==> src/rtl/note_pkg.sv <==
// Shared note definitions for the tone generator and the note detector:
// note codes, note frequencies and the period-boundary helper.
package note_pkg;

  localparam logic [2:0] NOTE_A    = 3'd0;
  localparam logic [2:0] NOTE_B    = 3'd1;
  localparam logic [2:0] NOTE_C    = 3'd2;
  localparam logic [2:0] NOTE_D    = 3'd3;
  localparam logic [2:0] NOTE_E    = 3'd4;
  localparam logic [2:0] NOTE_F    = 3'd5;
  localparam logic [2:0] NOTE_G    = 3'd6;
  localparam logic [2:0] NOTE_NONE = 3'd7;

  localparam int unsigned FREQ_A = 220;
  localparam int unsigned FREQ_B = 247;
  localparam int unsigned FREQ_C = 261;
  localparam int unsigned FREQ_D = 294;
  localparam int unsigned FREQ_E = 330;
  localparam int unsigned FREQ_F = 349;
  localparam int unsigned FREQ_G = 392;

  typedef enum logic {
    ST_IDLE    = 1'b0,
    ST_MEASURE = 1'b1
  } detState_t;

  // Period (in clk cycles) halfway in frequency between two adjacent notes.
  function automatic int unsigned periodBoundary(input int unsigned clkHz,
                                                 input int unsigned fLo,
                                                 input int unsigned fHi);
    longint unsigned num;
    longint unsigned den;
    num = 64'(clkHz) * 64'd2;
    den = 64'(fLo) + 64'(fHi);
    return 32'(num / den);
  endfunction

endpackage

==> src/rtl/edge_sync.sv <==
// Two-flop synchronizer followed by a registered rising-edge pulse.
// The pulse appears three clk edges after the input is first sampled high.
module edge_sync (
  input  logic clk,
  input  logic rst_n,
  input  logic sigIn,
  output logic rise
);

  logic sync1;
  logic sync2;
  logic edgeReg;

  always_ff @(posedge clk) begin
    if (!rst_n) begin
      sync1   <= 1'b0;
      sync2   <= 1'b0;
      edgeReg <= 1'b0;
      rise    <= 1'b0;
    end else begin
      sync1   <= sigIn;
      sync2   <= sync1;
      edgeReg <= sync2;
      rise    <= sync2 & ~edgeReg;
    end
  end

endmodule

==> src/rtl/note_detector.sv <==
// Measures the period of an incoming square wave and classifies it as note A..G.
// Build option NOTE_HOLD_EN: keep the last confirmed note code when the note is lost.
module note_detector
  import note_pkg::*;
#(
  parameter int unsigned CLK_HZ      = 25000000,
  parameter int unsigned F_MIN_HZ    = 200,
  parameter int unsigned F_MAX_HZ    = 420,
  parameter int unsigned MATCH_COUNT = 2,
  parameter int unsigned CNT_W       = 20
) (
  input  logic       clk,
  input  logic       rst_n,
  input  logic       soundWave,
  // noteValid is a level: high while noteCode holds a confirmed note.
  // noteStrobe is a single-cycle pulse on every measurement-driven change
  // of noteCode/noteValid; there is no back-pressure.
  output logic [2:0] noteCode,
  output logic       noteValid,
  output logic       noteStrobe
);

  localparam logic [CNT_W-1:0] P_MAX = CNT_W'(CLK_HZ / F_MIN_HZ);
  localparam logic [CNT_W-1:0] P_MIN = CNT_W'(CLK_HZ / F_MAX_HZ);
  localparam logic [CNT_W-1:0] B_AB  = CNT_W'(periodBoundary(CLK_HZ, FREQ_A, FREQ_B));
  localparam logic [CNT_W-1:0] B_BC  = CNT_W'(periodBoundary(CLK_HZ, FREQ_B, FREQ_C));
  localparam logic [CNT_W-1:0] B_CD  = CNT_W'(periodBoundary(CLK_HZ, FREQ_C, FREQ_D));
  localparam logic [CNT_W-1:0] B_DE  = CNT_W'(periodBoundary(CLK_HZ, FREQ_D, FREQ_E));
  localparam logic [CNT_W-1:0] B_EF  = CNT_W'(periodBoundary(CLK_HZ, FREQ_E, FREQ_F));
  localparam logic [CNT_W-1:0] B_FG  = CNT_W'(periodBoundary(CLK_HZ, FREQ_F, FREQ_G));
  localparam logic [2:0]       MATCH_TGT = 3'(MATCH_COUNT);

  // Longer period means lower note; a period equal to a boundary goes up.
  function automatic logic [2:0] classify(input logic [CNT_W-1:0] p);
    if (p >= P_MAX || p < P_MIN) return NOTE_NONE;
    if (p > B_AB) return NOTE_A;
    if (p > B_BC) return NOTE_B;
    if (p > B_CD) return NOTE_C;
    if (p > B_DE) return NOTE_D;
    if (p > B_EF) return NOTE_E;
    if (p > B_FG) return NOTE_F;
    return NOTE_G;
  endfunction

  logic             risePulse;
  detState_t        state;
  logic [CNT_W-1:0] periodCnt;
  logic [2:0]       matchCnt;
  logic [2:0]       lastCand;

  logic [2:0]       cand;
  logic             timeout;
  logic             classifyNow;
  logic             dropNow;
  logic             confirmNow;
  logic [2:0]       matchNext;

  edge_sync u_edge_sync (
    .clk   (clk),
    .rst_n (rst_n),
    .sigIn (soundWave),
    .rise  (risePulse)
  );

  always_comb begin
    cand        = classify(periodCnt);
    timeout     = (state == ST_MEASURE) && (periodCnt == P_MAX);
    classifyNow = (state == ST_MEASURE) && risePulse && !timeout;
    matchNext   = 3'd1;
    if (cand == lastCand) begin
      matchNext = (matchCnt >= MATCH_TGT) ? MATCH_TGT : matchCnt + 3'd1;
    end
    dropNow    = timeout || (classifyNow && (cand == NOTE_NONE));
    confirmNow = classifyNow && (cand != NOTE_NONE) && (matchNext == MATCH_TGT) &&
                 (!noteValid || (cand != noteCode));
  end

  always_ff @(posedge clk) begin
    if (!rst_n) begin
      state      <= ST_IDLE;
      periodCnt  <= '0;
      matchCnt   <= 3'd0;
      lastCand   <= NOTE_NONE;
      noteCode   <= NOTE_NONE;
      noteValid  <= 1'b0;
      noteStrobe <= 1'b0;
    end else begin
      noteStrobe <= 1'b0;

      case (state)
        ST_IDLE: begin
          periodCnt <= '0;
          if (risePulse) begin
            state     <= ST_MEASURE;
            periodCnt <= CNT_W'(1);
          end
        end
        default: begin
          // A rise coinciding with timeout still starts a fresh measurement.
          if (timeout) begin
            state     <= risePulse ? ST_MEASURE : ST_IDLE;
            periodCnt <= risePulse ? CNT_W'(1) : '0;
          end else if (risePulse) begin
            periodCnt <= CNT_W'(1);
          end else begin
            periodCnt <= periodCnt + CNT_W'(1);
          end
        end
      endcase

      if (dropNow) begin
        matchCnt   <= 3'd0;
        lastCand   <= NOTE_NONE;
        noteValid  <= 1'b0;
        noteStrobe <= noteValid;
`ifndef NOTE_HOLD_EN
        noteCode   <= NOTE_NONE;
`endif
      end else if (classifyNow) begin
        matchCnt <= matchNext;
        lastCand <= cand;
        if (confirmNow) begin
          noteCode   <= cand;
          noteValid  <= 1'b1;
          noteStrobe <= 1'b1;
        end
      end
    end
  end

endmodule

==> config.mk <==
export PLATFORM = sky130hd
export DESIGN_NAME = note_detector
export DESIGN_NICKNAME = d
export VERILOG_FILES = /design/src/rtl/note_pkg.sv /design/src/rtl/edge_sync.sv /design/src/rtl/note_detector.sv
export SDC_FILE = /design/constraint.sdc
export NUM_CORES = 1
export LEC_CHECK = 0
export BUFFER_PORTS_ARGS = -buffer_cell sky130_fd_sc_hd__buf_2
export CAP_MARGIN = 20
export CORE_UTILIZATION = 30
export DETAILED_ROUTE_END_ITERATION = 7
export PLACE_DENSITY_LB_ADDON = 0.12
export SLEW_MARGIN = 20
export SYNTH_ARGS = -nofsm -noshare
export SYNTH_HDL_FRONTEND = slang
export SYNTH_SLANG_ARGS = --single-unit
==> constraint.sdc <==
create_clock -name clk -period 3.2 [get_ports clk]
set_clock_uncertainty 0.2 [all_clocks]
set_input_delay 0.64 -clock clk [delete_from_list [all_inputs] [get_ports clk]]
set_output_delay 0.64 -clock clk [all_outputs]
set_load 0.02 [all_outputs]
==> metrics list <==
* CTS Sinks: 36
- Maximum clock rate: 0.340 GHz
- Cell with the most instances after synthesis: nor2_1
- Share of synthesized area occupied by flip-flops and latches: 32.4%
- The final route contains 1887 vias.
- Effective utilization at floorplan: 30.9%
- Of all flip-flops after synthesis, the portion carrying an async set or reset was 0%.
* Site row count: 31
* Top FF cell, synth: dfxtp_1
* First-pass iteration count of the detailed router: 4
- The floorplan step set the die height to 88.1 um.
* Syn_area_per_cell: roughly 8.3 um2
* Transition at the pin with the smallest max-transition slack: just over 0.6 ns
- In this run, synthesis produced a sequential element count of 36.
- Final-report setup violation count: 0
- Area added between synthesis and finish: 8.83%
- Net switching is 23.2% of the power.
- Number of routed nets with antenna violations: 0
- Max-cap violations in this run came to 0.
- The setup path with the least slack is of type reg2reg.
- Total clock buffers created by CTS: 5
- Net Count, Synth: 275
- Detailed-route wire length per cell: ~14 um
* Deepest clock path buffer count: 2
* Outcome: complete, no violations
- In this run the cell area of the synthesized design comes to 2230 um2.
* CP required: 3.18 ns
* Sort of element at the start of the critical path: flop
* Iteration-0 DRC count of the detailed router: 80
* Pin count of the biggest net entering global routing: 16
* Die boundary width: 88.1 um
- The later pin in the worst-skew pair is clocked with a latency of 0.29 ns.
- Cell internal power was estimated by the tool at 0.604 mW.
- The routed design has 5320 um of wire.
* Slew Viols, Final: 0
- Buffers inserted during post-CTS setup optimization: 0
* Minimum period implied by the final worst setup slack: 2.94 ns
- Net count, final: around 280
- Headroom to the max-slew limit came out at 58.6%.
* Lkg Pwr: roughly 0.92 nW
- Detailed-placement wirelength estimate: a little under 4000 um
* Distinct cell type count of the synthesized netlist: 63
- Number of flops mapped to enable cells by yosys: 0
- Maximum net fanout on the critical path: 13
- Total track usage: 15.2%
- Sequential cells account for 57.5% of the total power.
* Synth top area share: 32.4%
* Share of the cycle needed by the critical path after routing: 91.9%
* Via-per-instance ratio: 5.11
- At the end of routability-driven placement, the weighted congestion stood at a little under 0.8.
- Total cell area at the placement stage: roughly 2300 um2
* Area of the placeable core: between 7000 and 8000 um2
* Clock edge transition at the registers on the reported setup and hold paths: around 0.080 ns
- In this run, the clock network consumes between 40% and 50% of the power.
- 8 I/O pins were placed.
- Antenna Cells: 0
- The total overflow left after global routing is 0.
- Crit path setup slack, layout: 0.259 ns
- During placement, the flow inserted port buffers numbering 7.
- In this run the power spent charging and discharging nets is 0.182 mW.
- The commonest cells after synthesis are 37 x nor2_1, 36 x dfxtp_1, 25 x nand2_1.
- The via count of the first global-routing pass was 1764.
- Main area contributors after synthesis: dfxtp_1 32%, nor2_1 6.2%, xor2_1 5.1%
* Arrival @ worst endpoint: 2.92 ns
- Setup repair after global routing left no endpoint under its margin.
- The first global-routing pass estimated 9060 um of wire.
* Cell type with the largest total area after synthesis: dfxtp_1
* Hold Violations, Final: 0
- Power spread over the standard cell area amounts to between 300 and 400 nW/um2.
* Initial antenna violation count: 0
- Buffers inserted to repair hold after CTS numbered 0.
- Per report_power, the combinational group accounts for 1.8% of the total.
* CTS resizes: 0
- TritonCTS clock tree: done
- Drt drc: 0
* Dpl ws: 0.270 ns
- Synth Warn #: 0
- Measured on the finished design, the core utilization comes to roughly a third.
- STA classifies the critical path endpoint as a flop.
* H-tree depth reported by CTS: 2
- Mapped Cells: 268
* Worst min-delay path class: reg2reg
- Share of cells above drive strength 1: 13.3%
- Die Outline Area: just under 8000 um2
- With fillers left out, the area of the finished cells amounts to between 2000 and 2500 um2.
- IR analysis of the VDD net gives a maximum drop of 154 uV.
- In the final timing run, aggregate negative setup slack is 0 ns.
- Total power of the final layout: 0.786 mW
- Clock tree synthesis selected as its root buffer the cell clkbuf_8.
[cell usage in the layout, fill, tap and decap left out, drive strengths merged, types with 2 or more instances in the layout]
cell type,count
a21o,3
a21oi,9
a311o,2
a31oi,5
and2,5
and3,5
and4,3
buf,14
clkbuf,5
dfxtp,36
ha,4
inv,5
mux2i,4
nand2,25
nand2b,4
nand3,14
nand3b,3
nand4,7
nand4b,3
nand4bb,2
nor2,38
nor2b,5
nor3,3
nor3b,2
nor4,3
nor4b,2
o21a,3
o21ai,3
o21bai,2
o41ai,2
or3,4
or4,4
xnor2,9
xor2,14
[sequential cells by signal (all words and copies together) (netlist names)]
signal	cells
state	1
u_edge_sync.sync1	1
u_edge_sync.sync2	1
noteValid	1
u_edge_sync.edgeReg	1
matchCnt	3
noteStrobe	1
noteCode	3
periodCnt	20
u_edge_sync.rise	1
lastCand	3
[path summary, 6_finish.rpt]
check / depth (start not counted) / slack (ns) / from / endpoint
hold / removal: 1 / 0.19 / u_edge_sync.edgeReg$_SDFF_PN0_ / u_edge_sync.rise$_SDFF_PN0_
hold reg to reg: 1 / 0.19 / u_edge_sync.edgeReg$_SDFF_PN0_ / u_edge_sync.rise$_SDFF_PN0_
setup reg to reg: 9 / 0.26 / periodCnt[3]$_SDFF_PP0_ / noteCode[0]$_SDFFE_PP1P_
setup / recovery: 9 / 0.26 / periodCnt[3]$_SDFF_PP0_ / noteCode[0]$_SDFFE_PP1P_
[through the flow]
step	hold WS (ns)	instances
after floorplan	0.167	268
after global placement	0.170	362
after detailed placement	0.177	362
after CTS	0.188	369
after global routing	0.216	369
final	0.187	369
[final cells by class]
| type | count | area (um2) |
|---|---|---|
| Sequential cell | 36 | 721 |
| Tap cell | 99 | 124 |
| Multi-Input combinational cell | 208 | 1390 |
| Timing Repair Buffer | 14 | 87.6 |
| Inverter | 5 | 18.8 |
| Fill cell | 795 | 4790 |
| Clock buffer | 5 | 68.8 |
| Clock inverter | 2 | 12.5 |
[logic make-up (layout without fill, tap and decap cells)]
| logic type | Yosys count | in the layout | synth area share [%] |
|---|---|---|---|
| buffers and inverters | 24 | 26 | 5.17 |
| muxes | 4 | 4 | 1.80 |
| DFF | 36 | 36 | 32.4 |
| adders and majority gates | 4 | 4 | 2.25 |
| and+or+nand+nor | 136 | 136 | 34.9 |
| AOI/OAI and AO/OA | 41 | 41 | 14.1 |
| xor gates and xnor gates | 23 | 23 | 9.39 |
[power by group through the flow]
stage	combinational, mW	sequential, mW	clock, mW
6_report	0.0145	0.452	0.319
5_1_grt	0.0163	0.453	0.351
4_1_cts	0.0149	0.452	0.330
3_5_place_dp	0.0148	0.463	0
3_3_place_gp	0.0149	0.463	0
2_1_floorplan	0.00988	0.462	0
[worst max-delay path, stage by stage (launching register included)]
cell,delay (ns)
dfxtp_1,0.45
nor4_1,0.45
nand4b_1,0.16
a31oi_1,0.36
nor3b_1,0.28
mux2i_1,0.11
o32a_1,0.33
nor2_4,0.18
nand4_4,0.16
mux2i_1,0.16
[routing by layer]
layer,vias to the layer above,routed length [um],global-route usage [%]
li1,955,-,-
met1,896,2740,21.5
met2,27,2340,23.0
met3,9,128,2.92
met4,0,112,5.13
met5,-,0,0
Note: power is estimated with default switching activity, not from simulation.
